$ cat config.mk
export PLATFORM = sky130hd
export DESIGN_NAME = uvmt_cv32e40s_obi_mem_arbiter
export DESIGN_NICKNAME = d
export VERILOG_FILES = /design/src/rtl/uvmt_cv32e40s_obi_mem_arbiter.sv
export SDC_FILE = /design/constraint.sdc
export NUM_CORES = 1
export LEC_CHECK = 0
export CORE_AREA = 2 2 123 125
export CTS_CLUSTER_SIZE = 12
export DETAILED_ROUTE_END_ITERATION = 16
export DIE_AREA = 0 0 125 127
export GPL_TIMING_DRIVEN = 0
export HOLD_SLACK_MARGIN = 0.05
export PLACE_DENSITY = 0.65
export SETUP_SLACK_MARGIN = 0.02
export SLEW_MARGIN = 0
export SYNTH_ARGS = -nofsm -noshare
export SYNTH_HDL_FRONTEND = slang
export SYNTH_SLANG_ARGS = --single-unit
$ cat constraint.sdc
create_clock -name clk_i -period 5.1 [get_ports clk_i]
set_clock_uncertainty 0.2 [all_clocks]
set_input_delay 1.275 -clock clk_i [delete_from_list [all_inputs] [get_ports clk_i]]
set_output_delay 1.275 -clock clk_i [all_outputs]
set_load 0.1 [all_outputs]
$ cat src/rtl/uvmt_cv32e40s_obi_mem_arbiter.sv
// Shares one single-port, in-order OBI memory model between the cv32e40s
// instruction port (A) and data port (B). Round-robin arbitration, a held
// choice stays stable until granted, and an order FIFO of port ids routes
// every in-order response back to the port that issued it.
module uvmt_cv32e40s_obi_mem_arbiter #(
    parameter int unsigned ADDR_WIDTH      = 32,
    parameter int unsigned DATA_WIDTH      = 32,
    parameter int unsigned MAX_OUTSTANDING = 2
) (
    input  logic                    clk_i,
    input  logic                    rst_ni,

    input  logic                    a_req_i,
    output logic                    a_gnt_o,
    input  logic [ADDR_WIDTH-1:0]   a_addr_i,
    input  logic                    a_we_i,
    input  logic [DATA_WIDTH/8-1:0] a_be_i,
    input  logic [DATA_WIDTH-1:0]   a_wdata_i,
    output logic                    a_rvalid_o,
    output logic [DATA_WIDTH-1:0]   a_rdata_o,
    output logic                    a_err_o,

    input  logic                    b_req_i,
    output logic                    b_gnt_o,
    input  logic [ADDR_WIDTH-1:0]   b_addr_i,
    input  logic                    b_we_i,
    input  logic [DATA_WIDTH/8-1:0] b_be_i,
    input  logic [DATA_WIDTH-1:0]   b_wdata_i,
    output logic                    b_rvalid_o,
    output logic [DATA_WIDTH-1:0]   b_rdata_o,
    output logic                    b_err_o,

    output logic                    m_req_o,
    output logic [ADDR_WIDTH-1:0]   m_addr_o,
    output logic                    m_we_o,
    output logic [DATA_WIDTH/8-1:0] m_be_o,
    output logic [DATA_WIDTH-1:0]   m_wdata_o,
    input  logic                    m_gnt_i,
    input  logic                    m_rvalid_i,
    input  logic [DATA_WIDTH-1:0]   m_rdata_i,
    input  logic                    m_err_i,

    output logic                    unexpected_rsp_o
);

    localparam int unsigned CNT_W = $clog2(MAX_OUTSTANDING + 1);
    localparam int unsigned PTR_W = (MAX_OUTSTANDING > 1) ? $clog2(MAX_OUTSTANDING) : 1;
    localparam logic [CNT_W-1:0] CNT_MAX  = CNT_W'(MAX_OUTSTANDING);
    localparam logic [PTR_W-1:0] PTR_LAST = PTR_W'(MAX_OUTSTANDING - 1);

    typedef enum logic {
        ARB,
        HOLD
    } state_e;

    typedef enum logic {
        PORT_A,
        PORT_B
    } port_e;

    state_e           state_q, state_d;
    port_e            hold_port_q, hold_port_d;
    port_e            rr_prio_q;
    port_e            fifo_q [MAX_OUTSTANDING];
    logic [PTR_W-1:0] wr_ptr_q, rd_ptr_q;
    logic [CNT_W-1:0] count_q;

    logic  sel_valid;
    port_e sel_port;
    logic  push, pop;
    port_e head_port;
    logic  full;

    assign full      = (count_q == CNT_MAX);
    assign head_port = fifo_q[rd_ptr_q];

    // Port selection, next state and memory request channel mux.
    always_comb begin
        sel_valid   = 1'b0;
        sel_port    = PORT_A;
        state_d     = state_q;
        hold_port_d = hold_port_q;

        case (state_q)
            ARB: begin
                if (!full && (a_req_i || b_req_i)) begin
                    sel_valid = 1'b1;
                    if (a_req_i && !b_req_i) begin
                        sel_port = PORT_A;
                    end else if (!a_req_i && b_req_i) begin
                        sel_port = PORT_B;
                    end else begin
                        sel_port = rr_prio_q;
                    end
                    if (!m_gnt_i) begin
                        hold_port_d = sel_port;
                        state_d     = HOLD;
                    end
                end
            end
            HOLD: begin
                sel_valid = 1'b1;
                sel_port  = hold_port_q;
                if (m_gnt_i) begin
                    state_d = ARB;
                end
            end
            default: begin
                state_d = ARB;
            end
        endcase

        // Outputs are forced quiet while reset is held, even with requests active.
        if (!rst_ni) begin
            sel_valid = 1'b0;
        end

        m_req_o = sel_valid;
        if (sel_port == PORT_B) begin
            m_addr_o  = b_addr_i;
            m_we_o    = b_we_i;
            m_be_o    = b_be_i;
            m_wdata_o = b_wdata_i;
        end else begin
            m_addr_o  = a_addr_i;
            m_we_o    = a_we_i;
            m_be_o    = a_be_i;
            m_wdata_o = a_wdata_i;
        end

        push    = sel_valid && m_gnt_i;
        a_gnt_o = push && (sel_port == PORT_A);
        b_gnt_o = push && (sel_port == PORT_B);
    end

    // Response routing to the port at the head of the order FIFO.
    always_comb begin
        pop        = rst_ni && m_rvalid_i && (count_q != '0);
        a_rvalid_o = pop && (head_port == PORT_A);
        b_rvalid_o = pop && (head_port == PORT_B);
        a_rdata_o  = m_rdata_i;
        b_rdata_o  = m_rdata_i;
        a_err_o    = m_err_i;
        b_err_o    = m_err_i;
    end

    // Arbitration state, round-robin priority and held selection.
    always_ff @(posedge clk_i or negedge rst_ni) begin
        if (!rst_ni) begin
            state_q     <= ARB;
            hold_port_q <= PORT_A;
            rr_prio_q   <= PORT_A;
        end else begin
            state_q     <= state_d;
            hold_port_q <= hold_port_d;
            if (push) begin
                rr_prio_q <= (sel_port == PORT_A) ? PORT_B : PORT_A;
            end
        end
    end

    // Order FIFO of issued port ids; push and pop may coincide.
    always_ff @(posedge clk_i or negedge rst_ni) begin
        if (!rst_ni) begin
            wr_ptr_q <= '0;
            rd_ptr_q <= '0;
            count_q  <= '0;
            for (int unsigned i = 0; i < MAX_OUTSTANDING; i++) begin
                fifo_q[i] <= PORT_A;
            end
        end else begin
            if (push) begin
                fifo_q[wr_ptr_q] <= sel_port;
                wr_ptr_q         <= (wr_ptr_q == PTR_LAST) ? '0 : wr_ptr_q + PTR_W'(1);
            end
            if (pop) begin
                rd_ptr_q <= (rd_ptr_q == PTR_LAST) ? '0 : rd_ptr_q + PTR_W'(1);
            end
            case ({push, pop})
                2'b10:   count_q <= count_q + CNT_W'(1);
                2'b01:   count_q <= count_q - CNT_W'(1);
                default: count_q <= count_q;
            endcase
        end
    end

    // Sticky flag for a memory response with nothing outstanding.
    always_ff @(posedge clk_i or negedge rst_ni) begin
        if (!rst_ni) begin
            unexpected_rsp_o <= 1'b0;
        end else if (m_rvalid_i && (count_q == '0)) begin
            unexpected_rsp_o <= 1'b1;
        end
    end

endmodule

==> results.sh <==
export IMPL_min_path_type="reg -> reg"
export IMPL_synth_area_um2=1900
export IMPL_fin_total_pwr_mw=2.51
export IMPL_grt_util_all_layers_pct=11.5
export IMPL_io_buffer_count=284
export IMPL_grt_overflow_total=0
export IMPL_final_util_pct=33.1
export IMPL_die_width_um=125
export IMPL_vias=2398
export IMPL_synth_nets=369
export IMPL_tns_ns=0
export IMPL_cp_slowest_cell="clkdlybuf4s50_1"
export IMPL_core_um2=14400
export IMPL_syn_inst=191
export IMPL_fmax_ghz=0.198
export IMPL_antenna_found_initial=0
export IMPL_end_kind="output pin"
export IMPL_setup_viol=0
export IMPL_worst_path_stages=5
export IMPL_worst_slew_margin_rel_pct=27.4
export IMPL_r2r_setup_slack_ns=3.14
export IMPL_hold_buffers=0
export IMPL_reg2reg_depth=6
export IMPL_vias_per_cell=3.62
export IMPL_dieHeight_um=127
export IMPL_htree_levels=1
export IMPL_yosys_register_bits=10
export IMPL_crit_chain="clkdlybuf4s50_1 > or2_2 > a21oi_4 > and2b_2 > clkdlybuf4s50_1"
export IMPL_rsz0062_at_grt="no"
export IMPL_place_hpwl_um=9040
export IMPL_ant_nets=0
export IMPL_status="finished, final reports clean"
export IMPL_crit_path_start_kind="input pin"
export IMPL_design_area_um2=4770
export IMPL_ys_seq_area_share_pct=13.2
export IMPL_setup_worst_path_class="in -> out"
export IMPL_grt_pass1_wl_um=14600
export IMPL_synth_distinct_cells=27
export IMPL_synth_top_area_cell="mux2_2"
export IMPL_clk_latency_ns=0.23
export IMPL_cts_setup_buffers=0
export IMPL_drt_pass1_iter_count=3
export IMPL_crit_path_start="b_req_i"
export IMPL_critPathMaxStageDelay_ns=0.97
export IMPL_synth_top_cell_area_share_pct=38.0
export IMPL_whs_path_depth=1
export IMPL_slew_violations=0
export IMPL_drtIter0Drc=18
export IMPL_critical_path_top_delay_family="buffers and inverters"
export IMPL_arrival_ns=3.56
export IMPL_reg2reg_to="count_q[1]"
export IMPL_drv_cap=0
export IMPL_grt_max_degree=14
export IMPL_cp_required_ns=3.62
export IMPL_worst_pin_slew_ns=1.09
export IMPL_cts_sinks=10
export IMPL_pin_count=318
export IMPL_layout_drive_gt1_share_pct=45.9
export IMPL_period_needed_ns=5.04
export IMPL_grt_pass1_vias=2683
export IMPL_syn_avg_cell_area_um2=9.92
export IMPL_fp_row_count=44
export IMPL_r2r_start="count_q[0]"
export IMPL_hold_viol_final=0
export IMPL_final_cells=663
export IMPL_crit_buf_inv=2
export IMPL_irDropWorstVdd_uv=281
export IMPL_place_congestion=0.767
export IMPL_placed_area_um2=4970
export IMPL_clockBufferDepth=2
export IMPL_final_nets=658
export IMPL_start_util_pct=13.1
export IMPL_drc=0
export IMPL_wl_per_cell_um=15.2
export IMPL_post_route_period_util_pct=98.8
export IMPL_cts_buffers=3
export IMPL_dieArea_um2=15900
export IMPL_cts_tree="built"
export IMPL_clk_pin_slew_ns=0.04
export IMPL_area_growth_pct=152
export IMPL_worstSetupEndpoint="m_req_o"
export IMPL_n_antenna_cell=0
export IMPL_cts_root_buf="clkbuf_16"
export IMPL_cpMostUsedCell="clkdlybuf4s50_1"
export IMPL_yosysWarningCount=0
export IMPL_pwr_density_cell_nw_per_um2=527
export IMPL_crit_fanout=7
export IMPL_ys_top_cells_by_area="mux2_2 (38%), buf_4 (26%), dfrtp_1 (13%), buf_6 (4.2%), mux2_1 (3.6%)"
export IMPL_p_leak_nw=2.06
export IMPL_dp_cells=659
export IMPL_routed_wl_um=10100
## logic make-up (layout without fill, tap and decap cells)
group                    count (synthesis)  in the layout  synth area share (%)
buffers and inverters                   76            364                  30.9
adder cells (fa/ha/maj)                  1              1                 0.660
multiplexers                            72             72                  42.9
XOR/XNOR                                 4              4                  1.85
flip-flops                              10             10                  13.2
AO/OA/AOI/OAI                           10             10                  4.75
AND/OR/NAND/NOR                         18             18                  5.74
## routing by layer
layer  share of wire (%)  track usage [%]
met1                  34             11.7
met2                  55             23.4
met3                 9.6             3.18
met4                0.93             2.16
met5                   0                0
## how the worst min path moves through the flow
stage	from	endpoint	slack [ns]
floorplan	hold_port_q	hold_port_q	0.27
global route	unexpected_rsp_o	unexpected_rsp_o	0.29
CTS	unexpected_rsp_o	unexpected_rsp_o	0.26
detailed placement	unexpected_rsp_o	unexpected_rsp_o	0.25
finish	unexpected_rsp_o	unexpected_rsp_o	0.26
global placement	unexpected_rsp_o	unexpected_rsp_o	0.24
## final cells by class
class | instances | area [µm²]
Timing Repair Buffer | 284 | 2550
Multi-Input combinational cell | 105 | 1060
Clock buffer | 4 | 88.8
Inverter | 3 | 11.3
Fill cell | 1502 | 9650
Buffer | 73 | 574
Sequential cell | 10 | 250
Tap cell | 184 | 230
## cell usage in the layout, fill, tap and decap left out
| cell type | synthesis | layout |
|---|---|---|
| ha_1 | 1 | 1 |
| clkdlybuf4s15_1 | 0 | 1 |
| dfrtp_1 | 10 | 10 |
| mux2_1 | 6 | 6 |
| mux2_2 | 64 | 64 |
| o2111ai_4 | 1 | 1 |
| a21oi_4 | 1 | 1 |
| xnor2_1 | 3 | 3 |
| dlymetal6s2s_1 | 0 | 1 |
| mux2i_1 | 1 | 1 |
| o211ai_1 | 1 | 1 |
| o31ai_1 | 1 | 1 |
| xor2_1 | 1 | 1 |
| o21ai_0 | 4 | 4 |
| clkbuf_8 | 0 | 1 |
| or3_4 | 1 | 1 |
| nand2_1 | 4 | 4 |
| nand2_4 | 1 | 1 |
| or2_2 | 2 | 2 |
| a21oi_1 | 1 | 1 |
| clkbuf_2 | 0 | 60 |
| inv_1 | 3 | 3 |
| a21o_1 | 1 | 1 |
| mux2_4 | 1 | 1 |
| nor2_1 | 6 | 6 |
| clkbuf_16 | 0 | 3 |
| and2b_2 | 1 | 1 |
| nand2b_4 | 1 | 1 |
| buf_6 | 7 | 7 |
| clkdlybuf4s50_1 | 0 | 210 |
| buf_4 | 66 | 66 |
| dlygate4sd2_1 | 0 | 2 |
| nor2b_1 | 1 | 1 |
| nor3b_1 | 1 | 1 |
| clkdlybuf4s15_2 | 0 | 10 |
## sequential cells by signal, indices dropped and copies added, names as in the netlist
register and cells:
count_q 2, fifo_q 2, hold_port_q 1, rd_ptr_q 1, rr_prio_q 1, state_q 1
unexpected_rsp_o 1, wr_ptr_q 1
## report_power, final
group,leakage [nW],switching [mW],internal [mW]
Combinational,1.89,1.66,0.553
Sequential,0.118,0.0332,0.113
Clock,0.0442,0.0357,0.118
Total,2.06,1.73,0.784
## stage by stage
stage | hold WS [ns] | setup slack, ns
6_report | 0.256 | 0.0604
3_3_place_gp | 0.241 | -0.410
5_1_grt | 0.289 | 0.0207
2_1_floorplan | 0.266 | 0.372
4_1_cts | 0.261 | 0.0200
3_5_place_dp | 0.252 | -0.472
## synth_stat cells (all sizes together)
| master | number |
|---|---|
| a21o | 1 |
| a21oi | 2 |
| and2b | 1 |
| buf | 73 |
| dfrtp | 10 |
| ha | 1 |
| inv | 3 |
| mux2 | 71 |
| mux2i | 1 |
| nand2 | 5 |
| nand2b | 1 |
| nor2 | 6 |
| nor2b | 1 |
| nor3b | 1 |
| o2111ai | 1 |
| o211ai | 1 |
| o21ai | 4 |
| o31ai | 1 |
| or2 | 2 |
| or3 | 1 |
| xnor2 | 3 |
| xor2 | 1 |
## repair_timing
action | 4_1_cts | 5_1_grt
cloned | 0 | 0
setup endpoints to repair | 73 | 64
endpoints found under the hold margin | 0 | 0
gates resized for setup | 119 | 96
pin swaps | 0 | 0
No activity file was read; power rests on OpenSTA's default activity.
